### src/rtl/twelve_state_seq_checker_sat_err_counter.sv
// Saturating up-counter with synchronous clear and increment.
// A clear coinciding with an increment yields a count of one.
module twelve_state_seq_checker_sat_err_counter #(
  parameter int W = 8
) (
  input  logic         clk,
  input  logic         rst,
  input  logic         i_clr,
  input  logic         i_inc,
  output logic [W-1:0] o_cnt
);

  logic [W-1:0] r_cnt;

  always_ff @(posedge clk or posedge rst) begin
    if (rst)
      r_cnt <= '0;
    else if (i_clr)
      r_cnt <= {{(W-1){1'b0}}, i_inc};
    else if (i_inc && r_cnt != '1)
      r_cnt <= r_cnt + 1'b1;
  end

  assign o_cnt = r_cnt;

endmodule

### config.mk
export PLATFORM = sky130hd
export DESIGN_NAME = twelve_state_seq_checker_sat_err_counter
export DESIGN_NICKNAME = d
export VERILOG_FILES = /design/src/rtl/twelve_state_seq_checker_sat_err_counter.sv
export SDC_FILE = /design/constraint.sdc
export NUM_CORES = 1
export LEC_CHECK = 0
export BUFFER_PORTS_ARGS = -buffer_cell sky130_fd_sc_hd__buf_2
export CAP_MARGIN = 20
export CORE_AREA = 4 4 41 43
export CTS_CLUSTER_DIAMETER = 100
export DETAILED_ROUTE_END_ITERATION = 6
export DIE_AREA = 0 0 45 47
export SYNTH_ARGS = -nofsm -noshare
export SYNTH_HDL_FRONTEND = slang
export SYNTH_SLANG_ARGS = --single-unit
### constraint.sdc
create_clock -name clk -period 2.05 [get_ports clk]
set_clock_uncertainty 0.15 [all_clocks]
set_input_delay 0.205 -clock clk [delete_from_list [all_inputs] [get_ports clk]]
set_output_delay 0.205 -clock clk [all_outputs]
set_load 0.02 [all_outputs]
==> results.toml <==
[run_status]
status = "finished clean"

[place]
routabilityCongestion = 0.778
io_buffers = 11
dp_hpwl_microns = 787

[global_route]
grt_first_pass_wirelength_microns = 1790
grt_overflow = 0
grt.total_usage_pct = 12.1
antenna_found_initial = 0
first_global_vias = 404
grt_max_degree = 9

[synthesis]
synth_seq_cells = 8
ys_seq_area_share_pct = 44.4
syn_nets = 52
syn_area_per_cell_sq_um = 9.58
yosysWarnings = 0
synthCells = 47
synth_cell_types = 24
syn_area_sq_um = 450

[clock_tree]
clock_latency_ps = 260
cts.sinks = 8
cts_tree = "yes"
cts-htree-levels = 1
cts_root_buffer = "clkbuf_4"
clkTransAtPathRegs_ps = 50
cts.path.max_buffers = 2
ctsResizeCount = 0
cts_buffers = 3

[route]
wl_per_cell_microns = 13.8
wl_met2_microns = 455
vias = 424
wl_met3_microns = 89
drc = 0
met1_length_microns = 504
via_per_inst = 5.51
ant_nets = 0
top_layer_used = "met4"
wirelength_microns = 1060
drt_pass1_iterations = 4
drtIter0Drc = 3

[setup_path]
start_kind = "flip-flop"
worstPathArrival_ps = 1640
path_class = "reg2reg"
crit_fanout = 5
critPathCaptureType = "flip-flop"
cp_data_required_time_ps = 2030

[finish]
multiInputGateArea_sq_um = 235
largest_register_ffs = 8
drive_gt1_share_pct = 25.8
mostFrequentLayoutCell = "buf_2"
nets = 69
nFillCells = 143
antennaDiodeCount = 0
layout_common_cells = "11 x buf_2, 8 x dfrtp_1, 6 x nand2_1"
syn_to_final_growth_pct = 23.6
ff_latch_area_sq_um = 200

[sta]
setup_violations = 0
maxSlewViolCount = 0
fmax_mhz = 603
hold_viol = 0
tightest_slew_ps = 334
fin_tns_setup_ps = 0
rsz0062_at_grt = "false"
finalCritPeriodShare_pct = 80.8
min_period_ps = 1660
slew_headroom_pct = 77.7

[floorplanning]
start_util_pct = 34.6
fp.dieH_microns = 47
num_io_pins = 12
rows = 13
design.core.area_sq_mm = 0.00130
dieArea_sq_mm = 0.00212
die_width_microns = 45

[power_and_ir_drop]
powerDensity_mw_per_mm2 = 605
p_leak_nw = 0.262
p_total_w = 0.000337
vdd_drop_max_mv = 0.353

[flow_run]
maxCapViolCount = 0

[worst_hold_path]
hold_path.class = "in2reg"
## timing repair
item	4_1_cts	5_1_grt
endpoints found under the hold margin	8	0
hold buffers	1	0
setup buffers	0	0
## logic make-up (layout without fill, tap and decap cells)
group                    count (synthesis)  count (layout)  synth area share, %
buffers and inverters                    4              19                 3.33
AND/OR/NAND/NOR                         18              18                 22.8
multiplexers                             1               1                 2.22
AO/OA/AOI/OAI                           15              15                 24.4
adder cells (fa/ha/maj)                  1               1                 2.78
flip-flops                               8               8                 44.4
## layer usage
| layer | GRT usage [%] | vias up |
|---|---|---|
| met5 | 0 | - |
| met3 | 5.75 | 2 |
| met4 | 5.26 | 0 |
| met1 | 13.5 | 192 |
| met2 | 19.8 | 14 |
| li1 | - | 216 |
## critical path: stages, from the launching register on
cell,delay [ps]
dfrtp_1,410
ha_1,260
and3_1,250
o311ai_0,340
o41ai_1,120
## area by class of cell
type,count,share of cell area (%)
multi-input combinational,35,42.2
sequential,8,36.0
timing repair buffer,12,11.7
clock buffer,3,4.04
tap,15,3.37
inverter,4,2.70
## power breakdown
group | internal (W) | leakage (nW) | total [W] | switching (W)
Combinational | 0.0000162 | 0.140 | 0.0000437 | 0.0000276
Clock | 0.0000671 | 0.0138 | 0.000122 | 0.0000547
Sequential | 0.000164 | 0.109 | 0.000171 | 0.00000744
Total | 0.000247 | 0.262 | 0.000337 | 0.0000897
## Yosys cell counts
cell type	number	area, sq um
or4_1	1	7.51
o311a_1	1	10.0
o21bai_1	1	7.51
ha_1	1	12.5
and4_1	1	8.76
or3_1	1	6.26
a211oi_1	3	22.5
a21boi_2	1	11.3
and3_1	1	6.26
nand3_1	3	15.0
nand4_1	2	12.5
o211ai_1	1	7.51
o311ai_1	1	8.76
nand2b_1	1	6.26
o41ai_1	1	8.76
a21oi_1	3	15.0
nand2_1	6	22.5
nor3_1	1	5.00
o21ai_0	2	10.0
o311ai_0	1	8.76
inv_1	4	15.0
dfrtp_1	8	200
mux2i_1	1	10.0
nand4_2	1	12.5
## final timing paths
kind                                      startpoint              endpoint  slack (ps)  cells after the start
max in group asynchronous                        rst  o_cnt[6]$_DFFE_PP0P_        1210                      3
worst min register to register  o_cnt[1]$_DFFE_PP0P_  o_cnt[1]$_DFFE_PP0P_         430                      2
min in group asynchronous                        rst  o_cnt[3]$_DFFE_PP0P_         290                      3
worst min-delay path                           i_clr  o_cnt[4]$_DFFE_PP0P_          70                      2
worst max-delay path            o_cnt[0]$_DFFE_PP0P_  o_cnt[7]$_DFFE_PP0P_         390                      4
worst max register to register  o_cnt[0]$_DFFE_PP0P_  o_cnt[7]$_DFFE_PP0P_         390                      4
## per-stage QoR
stage                     setup slack, ps  instance area (sq um)  hold slack [ps]  std cells  util [%]
after floorplan                       373                    450             -129         47         -
after global placement                426                    524             20.6         73      40.3
after detailed placement              382                    524             32.0         73      40.3
after CTS                             378                    557             67.7         77      42.8
after global routing                  307                    557             96.9         77      42.8
final                                 393                    557             74.3         77      42.8
No activity file was read; power rests on OpenSTA's default activity.
